==> config.mk <==
export PLATFORM = sky130hd
export DESIGN_NAME = regfile_wb_arbiter
export DESIGN_NICKNAME = d
export VERILOG_FILES = /design/src/rtl/regfile_wb_arbiter.sv
export SDC_FILE = /design/constraint.sdc
export NUM_CORES = 1
export LEC_CHECK = 0
export CAP_MARGIN = 15
export CORE_MARGIN = 3
export CORE_UTILIZATION = 45
export DETAILED_ROUTE_END_ITERATION = 12
export PLACE_DENSITY = 0.77
export SYNTH_ARGS = -nofsm -noshare
export SYNTH_HDL_FRONTEND = slang
export SYNTH_SLANG_ARGS = --single-unit
==> constraint.sdc <==
create_clock -name clk -period 12.1 [get_ports clk]
set_clock_uncertainty 0.05 [all_clocks]
set_input_delay 3.025 -clock clk [delete_from_list [all_inputs] [get_ports clk]]
set_output_delay 3.025 -clock clk [all_outputs]
set_load 0.05 [all_outputs]
==> src/rtl/regfile_wb_arbiter.sv <==
// regfile_wb_arbiter: round-robin sharing of the register-file write port between ALU and load writeback, with a pending-write scoreboard
module regfile_wb_arbiter #(
    parameter int DATA_W    = 32,
    parameter int ADDR_W    = 5,
    parameter int NUM_REGS  = 32,
    parameter int ZERO_DROP = 1
) (
    input  logic              clk,
    input  logic              rst,
    input  logic              flush,
    input  logic              req0_valid,
    output logic              req0_ready,
    input  logic [ADDR_W-1:0] req0_addr,
    input  logic [DATA_W-1:0] req0_data,
    input  logic              req1_valid,
    output logic              req1_ready,
    input  logic [ADDR_W-1:0] req1_addr,
    input  logic [DATA_W-1:0] req1_data,
    input  logic              rsv_valid,
    input  logic [ADDR_W-1:0] rsv_addr,
    input  logic [ADDR_W-1:0] rs,
    input  logic [ADDR_W-1:0] rt,
    output logic              hazard_rs,
    output logic              hazard_rt,
    output logic              wr_en,
    output logic [ADDR_W-1:0] wr_addr,
    output logic [DATA_W-1:0] wr_data,
    output logic              grant_id
);
    logic              hold0_valid, hold1_valid, last_grant;
    logic [ADDR_W-1:0] hold0_addr, hold1_addr;
    logic [DATA_W-1:0] hold0_data, hold1_data;
    logic [NUM_REGS-1:0] pending, pending_nxt;
    logic grant0, grant1, acc0, acc1, keep0, keep1, rsv_set;

    // grants depend only on hold state and last_grant, so ready never looks at valid
    always_comb begin
        grant0     = hold0_valid && (!hold1_valid || last_grant);
        grant1     = hold1_valid && (!hold0_valid || !last_grant);
        req0_ready = !hold0_valid || grant0;
        req1_ready = !hold1_valid || grant1;
        acc0       = req0_valid && req0_ready;
        acc1       = req1_valid && req1_ready;
        keep0      = acc0 && !(ZERO_DROP != 0 && req0_addr == '0);
        keep1      = acc1 && !(ZERO_DROP != 0 && req1_addr == '0);
        rsv_set    = rsv_valid && !(ZERO_DROP != 0 && rsv_addr == '0);
        hazard_rs  = pending[rs];
        hazard_rt  = pending[rt];
    end

    // commit clears the written register; a same-edge reservation re-sets it
    always_comb begin
        pending_nxt = pending;
        if (wr_en) pending_nxt[wr_addr] = 1'b0;
        if (rsv_set) pending_nxt[rsv_addr] = 1'b1;
    end

    // holding buffers: a granted entry empties unless refilled on the same edge
    always_ff @(posedge clk or posedge rst) begin
        if (rst) begin
            hold0_valid <= 1'b0;
            hold1_valid <= 1'b0;
            hold0_addr  <= '0;
            hold1_addr  <= '0;
            hold0_data  <= '0;
            hold1_data  <= '0;
        end else if (flush) begin
            hold0_valid <= 1'b0;
            hold1_valid <= 1'b0;
        end else begin
            hold0_valid <= keep0 || (hold0_valid && !grant0);
            hold1_valid <= keep1 || (hold1_valid && !grant1);
            if (keep0) begin
                hold0_addr <= req0_addr;
                hold0_data <= req0_data;
            end
            if (keep1) begin
                hold1_addr <= req1_addr;
                hold1_data <= req1_data;
            end
        end
    end

    // registered write port; address and data hold their last value when idle
    always_ff @(posedge clk or posedge rst) begin
        if (rst) begin
            wr_en      <= 1'b0;
            wr_addr    <= '0;
            wr_data    <= '0;
            grant_id   <= 1'b0;
            last_grant <= 1'b1;
        end else if (flush || !(grant0 || grant1)) begin
            wr_en <= 1'b0;
        end else begin
            wr_en      <= 1'b1;
            wr_addr    <= grant0 ? hold0_addr : hold1_addr;
            wr_data    <= grant0 ? hold0_data : hold1_data;
            grant_id   <= grant1;
            last_grant <= grant1;
        end
    end

    // pending-write scoreboard
    always_ff @(posedge clk or posedge rst) begin
        if (rst) pending <= '0;
        else if (flush) pending <= '0;
        else pending <= pending_nxt;
    end
endmodule

Word-level counts from Yosys, hierarchy flattened
Cells that the tools add are included.

word-level totals
  logic and storage cells = 71
  bits in latches = 0
  register bits after elaboration = 148
  output and inout port bits = 43
  memories kept = 0
  bits of input ports = 95
  memory bits (read-only) = 0
  bits in writable memories = 0

operators by class
  bitwise logic cells = 4
  equal/unequal tests = 0
  multipliers = 0
  add/sub/neg operators = 0
  mux-type cells = 16
  reduce and logical (&&, ||, !) cells = 33
  shifts and indexed selects = 0
  div/mod/pow operators = 0
  $lt $le $gt $ge = 6

operators with widths
  operator                                                               number
  32-bit 2-to-1 mux                                                      4
  32-bit AND                                                             1
  32-bit inverter                                                        1
  32-bit OR                                                              1
  5-bit by 6-bit < comparator with 1-bit output, second input constant   4
  5-bit logical NOT                                                      3
  1-bit logical AND                                                      11
  1-bit binary-select mux with 5-bit select                              2
  1-bit demux with 5-bit select                                          2
  5-bit by 1-bit >= comparator with 1-bit output, second input constant  2
  1-bit logical NOT                                                      9
  1-bit logical OR                                                       8
  1-bit 2-to-1 mux                                                       7
  5-bit 2-to-1 mux                                                       1
  2-bit AND reduction                                                    2
  1-bit inverter                                                         1

Logic depth before layout (Yosys ltp)
Gate-level depths: netlist of the first run.

  depth after elaboration = 10
  depth in mapped cells = 7
  mapped depth without buffers = 5

Least setup slack after synthesis of the first run
Ideal clock, no wire load.

  path type = input port to output port
  start = input rs[1]
  end = output hazard_rs
  arrival time = 4.356 ns
  buffers on the path = 2
  stages on the path = 7
  data required time = 9.025 ns
  setup slack = 4.669 ns
  path through = buf_2 buf_2 mux2i_1 a22oi_1 nand3_1 nand2_1 a311o_1

between the ends
  longest elaborated chain between the ends = 2

RTL lines
  item                                       line  text
  start: declaration                         21    input logic [ADDR_W-1:0] rs,
  1-bit binary-select mux with 5-bit select  47    hazard_rs = pending[rs];
  1-bit 2-to-1 mux (implied by the code)     47
  end: declaration                           23    output logic hazard_rs,

No other way between the ends. The select of a mux whose other input is x is not followed.

Worst setup path in the final report of the first run
  start = input rt[1]
  end = output hazard_rt

between the ends
  longest elaborated chain between the ends = 2

RTL lines
  item                                       line  text
  start: declaration                         22    input logic [ADDR_W-1:0] rt,
  1-bit binary-select mux with 5-bit select  48    hazard_rt = pending[rt];
  1-bit 2-to-1 mux (implied by the code)     48
  end: declaration                           24    output logic hazard_rt,

No other way between the ends. The select of a mux whose other input is x is not followed.

==> summary.txt, run 1 <==
STA
  – Fmax: 0.113 GHz
  – Min Tclk post-route: 8.82 ns
  – Final worst-path cycle share: about 73%
  – Max Slew Vio Count: 0
  – Worst relative slew slack: 33.7%
  – TNS Setup: 0 ns
  – Actual slew at the worst max-slew pin: just under 1 ns
  – Final Hold Slack: 0.432 ns
  – Final Hold Violating Endpoints: 0
  – Endpoints failing setup: 0
  – RSZ-0062 raised after global routing: no

Place
  – Area after DPL: 8380 sq um
  – Detailed placement HPWL: between 10 and 15 mm
  – Routability Congestion: 0.878
  – PortBufs: ~140

Worst hold path
  – Hold path depth: 2
  – Hold crit path type: flop to flop

Clocking
  – Cts repair resizes: 0
  – Total clock sinks: approximately 150
  – CTS clk-pin slew, worst paths: 0.06 ns
  – CTS Hold Bufs: 0
  – Worst-Skew Late Latency: 0.41 ns
  – Htree depth: 4
  – Post-CTS Setup Inserts: 0
  – CTS tree: built
  – CTS root buf: clkbuf_16
  – Number of CTS-inserted buffers: 17
  – CTS Buffer Depth: 2

Synthesis
  – XOR/XNOR Fraction of Synth Area: 0%
  – Post-synth ARST share: 100%
  – Distinct cell type count after synthesis: 36
  – Multiplexer area fraction after synthesis: 24.1%
  – Synth Area per Inst: 11.8 sq um
  – Synth Instances: around 600
  – Post-Syn Nets: 680
  – Yosys reg bits: between 100 and 150
  – Area share of fa/ha/maj cells after synthesis: 0%
  – Yosys Warn Count: 0
  – Cell area after synthesis: just under 7000 sq um
  – Post-Synth Simple-Gate Area: under 10%
  – Sequential area share after synthesis: a little over half
  – Main combinational cell family by area after synthesis: multiplexers
  – Post-synth EDFFs: 0
  – Dominant synthesized flop cell: dfrtp_1
  – Post-synthesis compound-gate area fraction: about a tenth

Run
  – Max cap viols: 0

Critical path
  – Worst path arrival time: about 5.7 ns
  – Startpoint Class: input port
  – Cell mode on critical path: clkdlybuf4s50_1
  – WS Path Type: input port to output pin
  – CP peak stage delay: 1.08 ns
  – R2R depth: 4
  – CP Buf/Inv Count: 2
  – Levels on crit path: 7
  – Slowest-stage cell, CP: clkdlybuf4s50_1
  – CP top delay family: buffers and inverters
  – CP Capture Type: output pin
  – CP Max Fanout: 16
  – Cell Chain, Critical Path: clkdlybuf4s50_1 > mux2i_1 > a22oi_1 > nand4b_1 > a21oi_1 > a311o_1 > clkdlybuf4s50_1
  – CP required: 9.02 ns

Cells and area
  – Layout net count: 808
  – Share of cells above drive strength 1: between 10% and 20%
  – Post-route cell area: 9030 sq um
  – Number of diodes: 0
  – Area Growth Syn to Fin: 30.5%

Global routing
  – Met2 Use GR: 33.9%
  – Grt met3 use: 9.13%
  – Initial antenna violation count: 0
  – Grt peak-use layer: met2
  – Total track usage: 21.0%
  – Number of global-route vias before repair: 5453
  – GR Layer Usage met1: around a quarter
  – First-pass GRT wire length: 27.7 mm
  – Total global routing overflow: 0
  – Pin count of the biggest net entering global routing: 81

Floorplanning
  – Die ar.: approximately 17000 sq um
  – Ports: 138
  – Die width: 130 um
  – # rows: 44
  – Initial Util: between 40% and 50%
  – Core area: 14800 sq um
  – Die Height: ~130 um

Route
  – DRT antenna net count: 0
  – Routed len/inst: 19.1 um
  – Drt drc: 0
  – Post-DR vias/cell: 5.64
  – Via count: 5131
  – Routed WL: ~17 mm
  – Drt first pass iters: 5
  – DR iter-0 viols: about 250

Status
  – Status: finished clean

Power
  – VDD IR max: 0.112 mV
  – Lkg Pwr: ~0.0041 uW
  – PD cells: ~180 nW/um^2
[through the flow]
step	util [%]	instances	total power (uW)	worst slack, ns
after floorplan	-	585	891	4.67
after global placement	56.6	877	1030	3.42
after detailed placement	56.6	877	1040	3.33
after CTS	60.8	909	1590	3.32
after global routing	61.0	910	1650	3.18
final	61.0	910	1580	3.28
[flip-flops by register name (all words and copies together), names as in the netlist]
| signal | count |
|---|---|
| hold0_data | 32 |
| hold1_data | 32 |
| pending | 32 |
| wr_data | 32 |
| hold0_addr | 5 |
| hold1_addr | 5 |
| wr_addr | 5 |
| grant_id | 1 |
| hold0_valid | 1 |
| hold1_valid | 1 |
| last_grant | 1 |
| wr_en | 1 |
[layer usage]
| metal | up-vias | wire, um |
|---|---|---|
| met5 | - | 0 |
| met4 | 0 | 263 |
| met3 | 24 | 1730 |
| met2 | 209 | 8480 |
| met1 | 2559 | 6880 |
| li1 | 2339 | - |
[layout make-up]
| class | count | area [sq um] |
|---|---|---|
| fillers | 1162 | 5780 |
| flip-flops and latches | 148 | 3700 |
| multi-input cells | 399 | 3010 |
| repair buffers | 143 | 1440 |
| clock buffers | 19 | 453 |
| well taps | 184 | 230 |
| clock inverters | 13 | 174 |
| inverters | 4 | 20.0 |
[placed cells by master (no fill, tap or decap), types with 3 or more instances in the layout]
master / instances
dfrtp_1: 147
clkdlybuf4s50_1: 137
nand2_1: 84
o21ai_0: 70
mux2i_1: 69
mux2_4: 38
a21oi_1: 37
mux2_2: 36
clkbuf_16: 17
nor2_1: 8
a22oi_1: 8
nand3_1: 7
nand3b_1: 6
buf_4: 5
nor3b_1: 4
nor2b_1: 4
inv_6: 4
clkinv_4: 4
inv_1: 3
and3b_1: 3
bufinv_16: 3
clkinvlp_4: 3
[synth_stat cells, types with 6 or more instances]
master    count  area share, %
mux2_4       38            8.2
mux2_2       36            5.9
a22oi_1       8           0.87
buf_2         7           0.51
nor2_1        8           0.43
nand3b_1      6           0.65
o21ai_0      71            5.1
a21oi_1      37            2.7
nand2_1      84            4.6
dfrtp_1     147             53
nand3_1       7           0.51
mux2i_1      69             10
clkbuf_1     17           0.92
[worst min-delay path: stages (launching register included)]
cell     delay, ns
dfrtp_1       0.34
nand2_1       0.05
o21ai_0       0.06
[final timing paths]
path | startpoint | endpoint | slack (ns)
setup / recovery | rt[1] | hazard_rt | 3.28
hold / removal | wr_data[5] | wr_data[5] | 0.43
setup reg to reg | last_grant | hold1_data[30] | 9.89
hold reg to reg | wr_data[5] | wr_data[5] | 0.43
max in group asynchronous | rst | wr_en | 7.54
min in group asynchronous | rst | hold1_data[2] | 3.02
[logic make-up (layout without fill, tap and decap cells)]
family / after synthesis / after routing
muxes: 143 / 143
DFF: 148 / 148
AOI/OAI and AO/OA: 126 / 126
buffers and inverters: 38 / 179
and+or+nand+nor: 130 / 130
[where the power goes]
group / switching, uW / internal, uW
combinational: 232 / 171
sequential: 55.8 / 574
clock: 210 / 339
total: 498 / 1080
Note: power is estimated with default switching activity, not from simulation.
==> inputs of run 2 (changes only) <==
- clock period: 12.1 -> 8.6 ns (I/O delays scaled with it)
==> summary.txt, run 2 (synthesis gave the netlist of run 1 again) <==
Route
  – DRT antenna net count: 0 (unchanged)
  – Drt drc: 0 (unchanged)
  – Drt first pass iters: 7 (+2)
  – DR iter-0 viols: 329 (+33%)
  – Routed WL: 17.4 mm (about the same)
  – Routed len/inst: 19.1 um (+0.26%)
  – Via count: 5101 (-0.58%)
  – Post-DR vias/cell: 5.62 (-0.37%)

Clocking
  – Worst-Skew Late Latency: 0.41 ns (about the same)
  – CTS Hold Bufs: 0 (unchanged)
  – Number of CTS-inserted buffers: 17 (unchanged)
  – Total clock sinks: 148 (unchanged)
  – CTS root buf: clkbuf_16
  – CTS Buffer Depth: 2 (unchanged)
  – CTS clk-pin slew, worst paths: 0.06 ns (about the same)
  – CTS tree: built
  – Post-CTS Setup Inserts: 0 (unchanged)
  – Cts repair resizes: 0 (unchanged)
  – Htree depth: 4 (unchanged)

STA
  – TNS Setup: 0 ns (unchanged)
  – Final worst-path cycle share: 82.3%
  – Worst relative slew slack: 32.9% (-0.79 points)
  – Fmax: 0.141 GHz
  – Final Hold Violating Endpoints: 0 (unchanged)
  – Min Tclk post-route: 7.08 ns
  – Endpoints failing setup: 0 (unchanged)
  – Setup ws final: 1.52 ns (-1.76 ns)
  – Max Slew Vio Count: 0 (unchanged)
  – Actual slew at the worst max-slew pin: 1.01 ns (+0.0119 ns)
  – RSZ-0062 raised after global routing: no

Status
  – Status: finished clean

Floorplanning
  – Core area: 14800 sq um (unchanged)
  – # rows: 44 (unchanged)
  – Die ar.: 16900 sq um (unchanged)
  – Die Height: 130 um (unchanged)
  – Initial Util: 46.7% (unchanged)
  – Ports: 138 (unchanged)
  – Die width: 130 um (unchanged)

Worst hold path
  – Min-Delay Startpoint: wr_data[5]
  – Hold crit path type: flop to flop

Power
  – Int Pwr: 1530 uW (+41%)
  – Lkg Pwr: 0.00408 uW (-0.12%)
  – Sw Share: 30.8% (-0.71 points)
  – PD cells: 245 nW/um^2 (+40%)
  – Sequential share of power: 40.2% (+0.4 points)
  – Comb power frac: 25.7% (+0.2 points)
  – VDD IR max: 0.176 mV (+57%)
  – Switching Power: 679 uW (+36%)
  – Design Power: 2210 uW (+40%)
  – Clock power frac: 34.1% (-0.6 points)

Critical path
  – CP required: 6.40 ns (-2.62 ns)
  – CP peak stage delay: 1.10 ns (+0.02 ns)
  – Crit. Startpoint: rt[1]
  – WS Path Type: input port to output pin
  – Reg2Reg Launch Point: last_grant
  – CP top delay family: buffers and inverters
  – Cell mode on critical path: clkdlybuf4s50_1
  – Worst path arrival time: 4.88 ns (-0.86 ns)
  – CP Max Fanout: 16 (unchanged)
  – Startpoint Class: input port
  – RR Endpoint: hold1_data[30]
  – CP Buf/Inv Count: 2 (unchanged)
  – CP Capture Type: output pin
  – Levels on crit path: 7 (unchanged)
  – R2R depth: 4 (unchanged)
  – Slowest-stage cell, CP: clkdlybuf4s50_1
  – Cell Chain, Critical Path: clkdlybuf4s50_1 > mux2i_1 > a22oi_1 > nand4b_1 > a21oi_1 > a311o_1 > clkdlybuf4s50_1
  – Reg-to-reg setup timing slack: 6.38 ns (-3.51 ns)
  – Crit path to: hazard_rt

Global routing
  – Pin count of the biggest net entering global routing: 81 (unchanged)
  – Total track usage: 20.8% (-0.20 points)
  – Number of global-route vias before repair: 5331 (-2.2%)
  – Initial antenna violation count: 0 (unchanged)
  – Total global routing overflow: 0 (unchanged)
  – First-pass GRT wire length: 27.3 mm (-1.3%)

Cells and area
  – Share of cells above drive strength 1: 16.0% (-0.51 points)
  – Non-Filler Instances: 908 (-0.22%)
  – Most frequent cells in the layout: dfrtp_1, clkdlybuf4s50_1, nand2_1
  – Area Growth Syn to Fin: 30.0%
  – Commonest non-fill, non-tap cell in the layout: dfrtp_1
  – Layout net count: 808 (unchanged)
  – Number of diodes: 0 (unchanged)

Place
  – Placed Cells: 877 (unchanged)
  – PortBufs: 137 (unchanged)
  – Routability Congestion: 0.878 (about the same)
  – Detailed placement HPWL: 12.0 mm (-0.32%)
  – Post-Place Worst Slack: 1.58 ns (-1.75 ns)

Run
  – Max cap viols: 0 (unchanged)
## run 2: changes by cell type in the layout (fill, tap and decap cells not counted), sizes merged
| cell | before | now |
|---|---|---|
| buf | 6 | 5 |
| bufinv | 3 | 4 |
| clkbuf | 19 | 20 |
| clkinv | 4 | 6 |
| clkinvlp | 3 | 1 |
| inv | 7 | 4 |
## run 2: worst min-delay path by stage
stage,end,slack (ns),cells after the start
floorplan,last_grant,0.41,1
global placement,wr_data[2],0.41,2
detailed placement,wr_data[27],0.42,2
CTS,wr_data[5],0.44,2
global route,wr_data[29],0.46,2
finish,wr_data[5],0.43,2
## run 2: cell type report
class                           instances  area, sq um
Timing Repair Buffer                  143         1430
Tap cell                              184          230
Clock buffer                           19          433
Clock inverter                         11          161
Sequential cell                       148         3700
Inverter                                4         20.0
Multi-Input combinational cell        399         3010
Fill cell                            1162         5810
## run 2: metrics by stage
stage	hold WS, ns	cell area (sq um)	util [%]
floorplan	0.411	6920	-
global placement	0.413	8380	56.6
detailed placement	0.423	8380	56.6
CTS	0.436	8970	60.6
global route	0.456	9000	60.7
finish	0.432	9000	60.7
## run 2: metal layers
| layer | vias up | global-route usage [%] | routed length (um) | part of all wire [%] |
|---|---|---|---|---|
| li1 | 2329 | - | - | - |
| met1 | 2525 | 25.1 | 6930 | 40 |
| met2 | 218 | 34.3 | 8470 | 49 |
| met3 | 29 | 8.31 | 1670 | 9.6 |
| met4 | 0 | 6.72 | 293 | 1.7 |
| met5 | - | 0 | 0 | 0 |
## run 2: power by group through the flow
stage	logic [uW]	registers (uW)	clock network, uW
floorplan	217	1040	0
global placement	555	890	0
detailed placement	567	896	0
CTS	570	888	764
global route	600	902	788
finish	567	888	752
## run 2: worst min-delay path: cells and delay by family, from the launching register on
| family | cells | cell delay [ns] |
|---|---|---|
| DFF | 1 | 0.34 |
| AOI/OAI and AO/OA | 1 | 0.06 |
| and+or+nand+nor | 1 | 0.05 |
==> inputs of run 3 (changes only) <==
- PLACE_DENSITY: 0.77 -> 0.8
- clock period: 8.6 -> 5.7 ns (I/O delays scaled with it)
==> summary.txt, run 3 (synthesis gave the netlist of run 1 again) <==
Status
  – Status: finished clean

Power
  – Comb power frac: 25.0% (-0.7 points)
  – VDD IR max: 0.229 mV (+30%)
  – Sw Share: 29.8% (-0.94 points)
  – Int Pwr: 2400 uW (+57%)
  – Lkg Pwr: 0.00411 uW (+0.78%)
  – Sequential share of power: 39.2% (-1.0 points)
  – PD cells: 377 nW/um^2 (+54%)
  – Switching Power: 1020 uW (+50%)
  – Clock power frac: 35.8% (+1.7 points)

Place
  – PortBufs: 137 (unchanged)
  – Routability Congestion: 0.923 (+5.1%)
  – Post-Place Worst Slack: 0.499 ns (-1.08 ns)
  – Detailed placement HPWL: 12.3 mm (+3.0%)
  – Area after DPL: 8410 sq um (+0.36%)

STA
  – Fmax: 0.192 GHz
  – TNS Setup: 0 ns (unchanged)
  – Final worst-path cycle share: 91.6%
  – Final Hold Violating Endpoints: 0 (unchanged)
  – Worst relative slew slack: 35.5% (+2.6 points)
  – RSZ-0062 raised after global routing: no
  – Max Slew Vio Count: 0 (unchanged)
  – Endpoints failing setup: 0 (unchanged)
  – Min Tclk post-route: 5.22 ns
  – Actual slew at the worst max-slew pin: 0.966 ns (-0.0405 ns)
  – Setup ws final: 0.481 ns (-1.04 ns)

Global routing
  – Total global routing overflow: 0 (unchanged)
  – Total track usage: 21.5% (+0.74 points)
  – Grt peak-use layer: met2
  – Met2 Use GR: 34.5% (+0.21 points)
  – First-pass GRT wire length: 28.3 mm (+3.6%)
  – Number of global-route vias before repair: 5490 (+3.0%)
  – Grt met3 use: 8.35% (+0.041 points)
  – Initial antenna violation count: 0 (unchanged)
  – GR Layer Usage met1: 26.4% (+1.4 points)
  – Pin count of the biggest net entering global routing: 59 (-27%)

Floorplanning
  – Ports: 138 (unchanged)
  – Die Height: 130 um (unchanged)
  – # rows: 44 (unchanged)
  – Die ar.: 16900 sq um (unchanged)
  – Die width: 130 um (unchanged)
  – Core area: 14800 sq um (unchanged)
  – Initial Util: 46.7% (unchanged)

Critical path
  – Slowest-stage cell, CP: clkdlybuf4s50_1
  – CP peak stage delay: 0.70 ns (-0.40 ns)
  – Worst path arrival time: 3.74 ns (-1.14 ns)
  – CP required: 4.22 ns (-2.18 ns)
  – Cell mode on critical path: clkdlybuf4s50_1
  – CP Capture Type: output pin
  – CP Max Fanout: 16 (unchanged)
  – WS Path Type: input port to output pin
  – Reg-to-reg setup timing slack: 3.53 ns (-2.85 ns)
  – Startpoint Class: input port
  – Cell Chain, Critical Path: clkdlybuf4s50_1 > buf_4 > mux2i_1 > a22oi_1 > nand4b_1 > a21oi_1 > a311o_1 > clkdlybuf4s50_1

Run
  – Max cap viols: 0 (unchanged)

Cells and area
  – Final Util: 61.2% (+0.45 points)
  – Layout net count: 811 (+0.37%)
  – Most frequent cells in the layout: dfrtp_1, clkdlybuf4s50_1, nand2_1
  – Post-route cell area: 9060 sq um (+0.74%)
  – Number of diodes: 0 (unchanged)
  – Commonest non-fill, non-tap cell in the layout: dfrtp_1
  – Area Growth Syn to Fin: 31.0%
  – Share of cells above drive strength 1: 16.6% (+0.62 points)

Route
  – DR iter-0 viols: 226 (-31%)
  – Drt first pass iters: 5 (-2)
  – Routed len/inst: 19.1 um (about the same)
  – Routed WL: 17.4 mm (+0.40%)
  – Via count: 5112 (+0.22%)
  – DRT antenna net count: 0 (unchanged)
  – Drt drc: 0 (unchanged)
  – Post-DR vias/cell: 5.61 (-0.11%)

Clocking
  – Number of CTS-inserted buffers: 17 (unchanged)
  – Htree depth: 4 (unchanged)
  – CTS tree: built
  – CTS root buf: clkbuf_16
  – Post-CTS Setup Inserts: 0 (unchanged)
  – CTS Hold Bufs: 0 (unchanged)
  – CTS Buffer Depth: 2 (unchanged)
  – Cts repair resizes: 0 (unchanged)
  – Worst-Skew Late Latency: 0.41 ns (about the same)
  – Total clock sinks: 148 (unchanged)
  – CTS clk-pin slew, worst paths: 0.06 ns (about the same)

Worst hold path
  – Hold crit path type: flop to flop
[run 3: cell types whose count changed in the layout (fill, tap and decap cells not counted), moves of 2 or more]
cell and change:
buf_4 +4, clkbuf_1 -2, clkbuf_8 +4, clkinv_2 -3
[run 3: per-stage QoR]
| stage | cells | hold slack, ns | power (uW) |
|---|---|---|---|
| floorplan | 585 | 0.411 | 1890 |
| global placement | 881 | 0.415 | 2180 |
| detailed placement | 881 | 0.424 | 2210 |
| CTS | 911 | 0.437 | 3440 |
| global route | 911 | 0.464 | 3560 |
| finish | 911 | 0.431 | 3420 |
[run 3: power by group through the flow]
stage / Clock (uW) / Combinational, uW / Sequential, uW
2_1_floorplan: 0 / 327 / 1560
3_3_place_gp: 0 / 837 / 1340
3_5_place_dp: 0 / 855 / 1350
4_1_cts: 1240 / 860 / 1340
5_1_grt: 1300 / 907 / 1360
6_report: 1220 / 854 / 1340
[run 3: critical path: cells and delay by family]
family,cells,cell delay [ns]
simple gates,1,0.12
compound gates,3,0.48
buf+inv,3,1.43
mux,1,0.28
[run 3: layer usage]
layer  share of wire [%]  wire [um]
met4                 2.0        345
met1                  41       7120
met2                  48       8340
met3                 9.3       1610
met5                   0          0
[run 3: final timing paths]
check,end,startpoint,cells after the start
worst max-delay path,hazard_rs,rs[1],8
worst min-delay path,wr_data[26],wr_data[26],2
worst max register to register,hold1_addr[3],last_grant,4
worst min register to register,wr_data[26],wr_data[26],2
max in group asynchronous,wr_data[8],rst,3
min in group asynchronous,hold0_data[4],rst,2
[run 3: area by class of cell]
| class | count | area, sq um |
|---|---|---|
| clock buffer | 21 | 480 |
| clock inverter | 9 | 175 |
| fill | 1140 | 5750 |
| inverter | 4 | 20.0 |
| multi-input combinational | 399 | 3010 |
| sequential | 148 | 3700 |
| tap | 184 | 230 |
| timing repair buffer | 146 | 1440 |
